## src/rtl/img_scan_ctrl.sv

```systemverilog
// img_scan_ctrl: raster scan of one frame from memory into a ready/valid pixel stream.
// Ports: clk/rstn; start/abort/base_addr control; busy/done/frame_cnt status;
// mem_rd_en/mem_addr/mem_rd_data memory read port; pix_* downstream stream.
// Optional macro SCAN_STALL_CNT_EN adds stall_cnt[15:0] (backpressure cycles per frame).
module img_scan_ctrl #(
    parameter int IMG_WIDTH  = 220,
    parameter int IMG_HEIGHT = 220,
    parameter int ADDR_WIDTH = 16,
    parameter int DATA_WIDTH = 8,
    parameter int RD_LAT     = 2,
    parameter int FIFO_DEPTH = 4
) (
    input  logic                  clk,
    input  logic                  rstn,
    input  logic                  start,
    input  logic                  abort,
    input  logic [ADDR_WIDTH-1:0] base_addr,
    output logic                  busy,
    output logic                  done,
    output logic                  mem_rd_en,
    output logic [ADDR_WIDTH-1:0] mem_addr,
    input  logic [DATA_WIDTH-1:0] mem_rd_data,
    output logic [DATA_WIDTH-1:0] pix_data,
    output logic                  pix_valid,
    input  logic                  pix_ready,
    output logic                  pix_sof,
    output logic                  pix_eol,
    output logic                  pix_eof,
`ifdef SCAN_STALL_CNT_EN
    output logic [15:0]           stall_cnt,
`endif
    output logic [7:0]            frame_cnt
);

    localparam int CW = $clog2(IMG_WIDTH);
    localparam int RW = $clog2(IMG_HEIGHT);
    localparam int PW = $clog2(FIFO_DEPTH);
    localparam int NW = PW + 1;
    localparam int EW = DATA_WIDTH + 3;
    localparam logic [CW-1:0] COL_LAST = CW'(IMG_WIDTH - 1);
    localparam logic [RW-1:0] ROW_LAST = RW'(IMG_HEIGHT - 1);
    localparam logic [NW:0]   DEPTH    = (NW + 1)'(FIFO_DEPTH);

    typedef enum logic [2:0] {
        S_IDLE, S_SCAN, S_DRAIN, S_FLUSH, S_DONE
    } state_t;

    state_t                state;
    logic [ADDR_WIDTH-1:0] base_q;
    logic [ADDR_WIDTH-1:0] offset;
    logic [CW-1:0]         col;
    logic [RW-1:0]         row;
    logic                  iss_sof, iss_eol, iss_eof;
    logic [NW-1:0]         inflight;
    logic [NW-1:0]         fifo_cnt;
    logic [PW-1:0]         wr_ptr, rd_ptr;
    logic [RD_LAT-1:0]     pipe_v;
    logic [2:0]            pipe_t [RD_LAT];
    logic [EW-1:0]         fifo_mem [FIFO_DEPTH];

    logic last_px, pop, push, start_ok, kill, credit, issue;

    always_comb begin
        last_px  = (row == ROW_LAST) && (col == COL_LAST);
        pop      = pix_valid && pix_ready;
        start_ok = (state == S_IDLE) && start && !abort;
        kill     = abort && ((state == S_SCAN) || (state == S_DRAIN));
        // A pop this cycle frees its slot before the new read can land.
        credit   = ({1'b0, inflight} + {1'b0, fifo_cnt}
                    - (NW + 1)'(pop)) < DEPTH;
        issue    = start_ok || ((state == S_SCAN) && !abort && credit);
        // Reads returning during abort/flush are dropped.
        push     = pipe_v[RD_LAT-1] && (state != S_FLUSH) && !kill;
    end

    assign pix_valid = (fifo_cnt != '0);
    assign {pix_sof, pix_eol, pix_eof, pix_data} = fifo_mem[rd_ptr];

    // Tag pipe, in-flight credit and output FIFO.
    always_ff @(posedge clk or negedge rstn) begin
        if (!rstn) begin
            pipe_v   <= '0;
            inflight <= '0;
            fifo_cnt <= '0;
            wr_ptr   <= '0;
            rd_ptr   <= '0;
            for (int i = 0; i < RD_LAT; i++) pipe_t[i] <= '0;
            for (int i = 0; i < FIFO_DEPTH; i++) fifo_mem[i] <= '0;
        end else begin
            pipe_v[0] <= mem_rd_en;
            pipe_t[0] <= {iss_sof, iss_eol, iss_eof};
            for (int i = 1; i < RD_LAT; i++) begin
                pipe_v[i] <= pipe_v[i-1];
                pipe_t[i] <= pipe_t[i-1];
            end
            inflight <= inflight + NW'(issue) - NW'(pipe_v[RD_LAT-1]);
            if (kill) begin
                fifo_cnt <= '0;
                wr_ptr   <= '0;
                rd_ptr   <= '0;
            end else begin
                if (push) begin
                    fifo_mem[wr_ptr] <= {pipe_t[RD_LAT-1], mem_rd_data};
                    wr_ptr <= wr_ptr + 1'b1;
                end
                if (pop) rd_ptr <= rd_ptr + 1'b1;
                fifo_cnt <= fifo_cnt + NW'(push) - NW'(pop);
            end
        end
    end

    always_ff @(posedge clk or negedge rstn) begin
        if (!rstn) begin
            state     <= S_IDLE;
            busy      <= 1'b0;
            done      <= 1'b0;
            mem_rd_en <= 1'b0;
            mem_addr  <= '0;
            base_q    <= '0;
            offset    <= '0;
            col       <= '0;
            row       <= '0;
            iss_sof   <= 1'b0;
            iss_eol   <= 1'b0;
            iss_eof   <= 1'b0;
            frame_cnt <= '0;
        end else begin
            mem_rd_en <= issue;
            done      <= 1'b0;
            unique case (state)
                S_IDLE: if (start_ok) begin
                    // First read goes out with the start acceptance.
                    base_q   <= base_addr;
                    mem_addr <= base_addr;
                    iss_sof  <= 1'b1;
                    iss_eol  <= 1'b0;
                    iss_eof  <= 1'b0;
                    offset   <= ADDR_WIDTH'(1);
                    col      <= CW'(1);
                    row      <= '0;
                    busy     <= 1'b1;
                    state    <= S_SCAN;
                end
                S_SCAN: begin
                    if (abort) begin
                        state <= S_FLUSH;
                    end else if (issue) begin
                        mem_addr <= base_q + offset;
                        iss_sof  <= (offset == '0);
                        iss_eol  <= (col == COL_LAST);
                        iss_eof  <= last_px;
                        offset   <= offset + 1'b1;
                        if (col == COL_LAST) begin
                            col <= '0;
                            row <= row + 1'b1;
                        end else begin
                            col <= col + 1'b1;
                        end
                        if (last_px) state <= S_DRAIN;
                    end
                end
                S_DRAIN: begin
                    if (abort) begin
                        state <= S_FLUSH;
                    end else if (inflight == '0 && fifo_cnt == '0) begin
                        state     <= S_DONE;
                        done      <= 1'b1;
                        frame_cnt <= frame_cnt + 1'b1;
                    end
                end
                S_DONE: begin
                    state <= S_IDLE;
                    busy  <= 1'b0;
                end
                S_FLUSH: if (inflight == '0) begin
                    state <= S_IDLE;
                    busy  <= 1'b0;
                end
                default: begin
                    state <= S_IDLE;
                    busy  <= 1'b0;
                end
            endcase
        end
    end

`ifdef SCAN_STALL_CNT_EN
    always_ff @(posedge clk or negedge rstn) begin
        if (!rstn) begin
            stall_cnt <= '0;
        end else if (start_ok) begin
            stall_cnt <= '0;
        end else if (pix_valid && !pix_ready && stall_cnt != 16'hFFFF
                     && (state == S_SCAN || state == S_DRAIN)) begin
            stall_cnt <= stall_cnt + 1'b1;
        end
    end
`endif

endmodule

```

## config.mk

```make
export PLATFORM = sky130hd
export DESIGN_NAME = img_scan_ctrl
export DESIGN_NICKNAME = d
export VERILOG_FILES = /design/src/rtl/img_scan_ctrl.sv
export SDC_FILE = /design/constraint.sdc
export NUM_CORES = 1
export LEC_CHECK = 0
export CORE_MARGIN = 10
export CORE_UTILIZATION = 25
export CTS_BUF_LIST = sky130_fd_sc_hd__clkbuf_8 sky130_fd_sc_hd__clkbuf_16
export CTS_CLUSTER_SIZE = 14
export DETAILED_ROUTE_END_ITERATION = 16
export GPL_TIMING_DRIVEN = 1
export SLEW_MARGIN = 20
export SYNTH_ARGS = -nofsm -noshare
export SYNTH_HDL_FRONTEND = slang
export SYNTH_SLANG_ARGS = --single-unit
```

## constraint.sdc

```tcl
create_clock -name clk -period 3.3 [get_ports clk]
set_input_delay 0.33 -clock clk [delete_from_list [all_inputs] [get_ports clk]]
set_output_delay 0.33 -clock clk [all_outputs]
set_load 0.01 [all_outputs]
```

==> run metrics <==
I/O pin cnt 68; non-filler cells, final 1171; origin of the worst min-delay path pipe_t[4]$_DFF_PN0_; starting density of the core 25.6%; number of violations reported at the end of detailed-routing iteration 0 268; cell chain of the critical path inv_1 > ha_1 > inv_2 > ha_4 > or3_4 > nor4_4 > o31ai_4 > and2_4 > ha_4 > inv_2 > ha_4 > inv_2 > fa_2 > xnor2_2 > xnor2_1; CP startpoint kind register; number of global-route vias before repair 5402; largest stage delay on the critical path 0.39 ns; data arrival time of the critical path 3.47 ns; buffer type at the clock tree root sky130_fd_sc_hd__clkbuf_16; vias 5355; R2R Path End inflight[2]$_DFF_PN0_; static power due to leakage 4.02 nW; Worst R2R Setup Slack 0.14 ns; total count of max-transition violations in the final report 0; maxcap violations 0; master of the slowest instance on the critical path sky130_fd_sc_hd__dfrtp_1; Warnings, synthesis 0; maximum frequency from static timing analysis 0.316 GHz; worst reg2reg path startpoint inflight[2]$_DFF_PN0_; clock period minus final worst setup slack 3.16 ns; Top delay family on crit path adder cells; die span in y 192 um; post-route clock period utilization 95.9%; Synth Cell Area 7400 sq um; clock tree from TritonCTS built; wire length of the first global-routing pass 28.2 mm; Final GP Congestion 0.793; number of clock sinks seen by CTS 143; total nets after synthesis 755; largest clock skew in the final design 0.0104 ns; Min-Delay Endpoint pipe_t[1]$_DFF_PN0_; filler cell count in the final layout 2902; Critical Path End Type register; cell types with the largest area share after synthesis sky130_fd_sc_hd__dfrtp_1 48%, sky130_fd_sc_hd__mux2_2 6.8%, sky130_fd_sc_hd__ha_1 5.2%; number of buffers created by CTS 17; global-route total usage across every layer 9.50%; initial antenna violation count 0; final routed wirelength across all metal layers 17.2 mm; Floorplan Core Area 28900 sq um; Port Buffers 67; Critical Setup Path Class register to register; final setup margin 0.135 ns; number of buffers and inverters on the critical path 4; part of the Yosys area used for sequential elements 48.4%; DR vias/cell 4.57; worst-path fanout max 3; post-place setup slack -0.194 ns; number of unique standard cell types used by synthesis 62; layout cells sized above 1 18.4%; top cell types by occurrence after synthesis 143 x sky130_fd_sc_hd__dfrtp_1, 99 x sky130_fd_sc_hd__nand2_1, 60 x sky130_fd_sc_hd__nor2_1; CTS max path bufs 2; outcome finished, final reports clean; post-synthesis to final-layout area growth 24.9%; Cell Rows 62; Synth Flop Type sky130_fd_sc_hd__dfrtp_1; largest net degree at the start of global routing 85; share of synthesized flip-flops with an asynchronous set or reset 100%; die width 192 um; number of cells traversed by the worst hold path 0; number of synthesized flops with an enable pin 0; dpl hpwl 11.8 mm; Final Net Count 837; summed negative setup slack over all endpoints 0 ns; Residual DRC 0; Synth area leader sky130_fd_sc_hd__dfrtp_1; area share of the leading cell type in the synthesized netlist 48.4%; Hold WS 0.347 ns; total congestion overflow 0; ratio of total power to cell area 849 nW/um^2; clock-pin slew on the worst setup and hold paths 0.06 ns; later-pin clock latency in the skew report 0.42 ns; Avg Cell Area, Syn 10.7 sq um; worst slew slack as a fraction of its limit 47.6%; Synth Register Bits 143; IR drop worst, VDD 370 uV; Setup-failing EPs final 0; total inserted antenna cells 0; number of cell instances on the worst register-to-register path 15; wire length per cell 14.7 um; Detail Route Antenna Nets 0; hold violation total from the final report 0; Min-Delay Path Class register to register; Least-Margin Pin Slew 0.786 ns; most numerous cell in the Yosys netlist sky130_fd_sc_hd__dfrtp_1; Die Footprint 36900 sq um; post-layout util 31.9%; length of the first detailed-routing pass in iterations 4; required time of the critical path 3.61 ns; Placed Instances 1133; CTS HTree Levels 4; Gate Count Post-Synth 692
## timing repair
item,CTS,global route
endpoints found under the hold margin,31,0
hold buffers,1,0
setup endpoints to repair,0,1
setup buffers,0,5
gates resized for setup,0,6
## layout make-up
class / count / area (sq um) / area share, %
clock inverter: 15 / 139 / 1.50
clock buffer: 17 / 425 / 4.60
inverter: 24 / 92.6 / 1.00
tap: 384 / 480 / 5.20
multi-input combinational: 497 / 3640 / 39.4
timing repair buffer: 91 / 880 / 9.52
sequential: 143 / 3580 / 38.7
## metrics by stage
step	total power [mW]	area, sq um
floorplan	4.83	7440
global placement	5.88	8600
detailed placement	5.93	8600
CTS	7.83	9180
global route	8.46	9240
finish	7.85	9240
## placed cells by master, fill, tap and decap left out, drive strengths merged, types with 5 or more instances in the layout
master	Yosys	layout
mux4	11	11
nor2b	8	8
nand2	99	99
inv	24	29
o31ai	6	6
nor3	12	12
nand4	9	9
ha	31	31
clkbuf	10	17
xnor2	34	34
nand3	19	19
or3	6	6
dfrtp	143	143
a31oi	11	11
nor4	8	8
a21oi	25	25
a211oi	10	10
mux2	45	45
o21ai	37	37
xor2	7	7
clkdlybuf4s50	0	66
clkinv	0	6
buf	18	24
nor2	60	60
and3	8	8
a2111oi	5	5
## metal layers
layer / share of wire, % / wire [um] / vias up / track usage [%]
met1: 48 / 8200 / 2632 / 12.5
li1: - / - / 2614 / -
met5: 0 / 0 / - / 0
met2: 47 / 7980 / 101 / 15.1
met4: 0.58 / 99 / 0 / 2.68
met3: 5.1 / 877 / 8 / 2.52
## state kept, by name, summed over array words and instances (netlist names), 3 cells and up
register and cells:
base_q 16, fifo_mem 44, state 3, offset 16, row 8, mem_addr 16, frame_cnt 8, fifo_cnt 3
inflight 3, pipe_t 6, col 8
## where the power goes
group	total, mW	switching, mW	leakage, nW	internal (mW)
registers	2.83	0.497	1.85	2.33
clock network	1.85	0.799	0.273	1.05
logic	3.17	1.55	1.90	1.62
## cell families after synthesis
group / Yosys count / share of synthesized area (%)
compound gates: 115 / 10.4
xor+xnor: 41 / 4.85
fa+ha+maj: 34 / 6.05
buf+inv: 52 / 3.38
flops: 143 / 48.4
mux: 58 / 10.5
simple gates: 249 / 16.5
## how the worst max path moves through the flow
stage | from | endpoint | slack, ns | cells past startpoint
after floorplan | inflight[1]$_DFF_PN0_ | inflight[2]$_DFF_PN0_ | -0.07 | 18
after global placement | pix_ready | inflight[2]$_DFF_PN0_ | -0.07 | 16
after detailed placement | pix_ready | inflight[2]$_DFF_PN0_ | -0.19 | 16
after CTS | fifo_cnt[1]$_DFF_PN0_ | inflight[2]$_DFF_PN0_ | 0.09 | 16
after global routing | fifo_cnt[1]$_DFF_PN0_ | inflight[2]$_DFF_PN0_ | -0.01 | 16
final | inflight[2]$_DFF_PN0_ | inflight[2]$_DFF_PN0_ | 0.14 | 15
(Power assumes the default switching activity.)
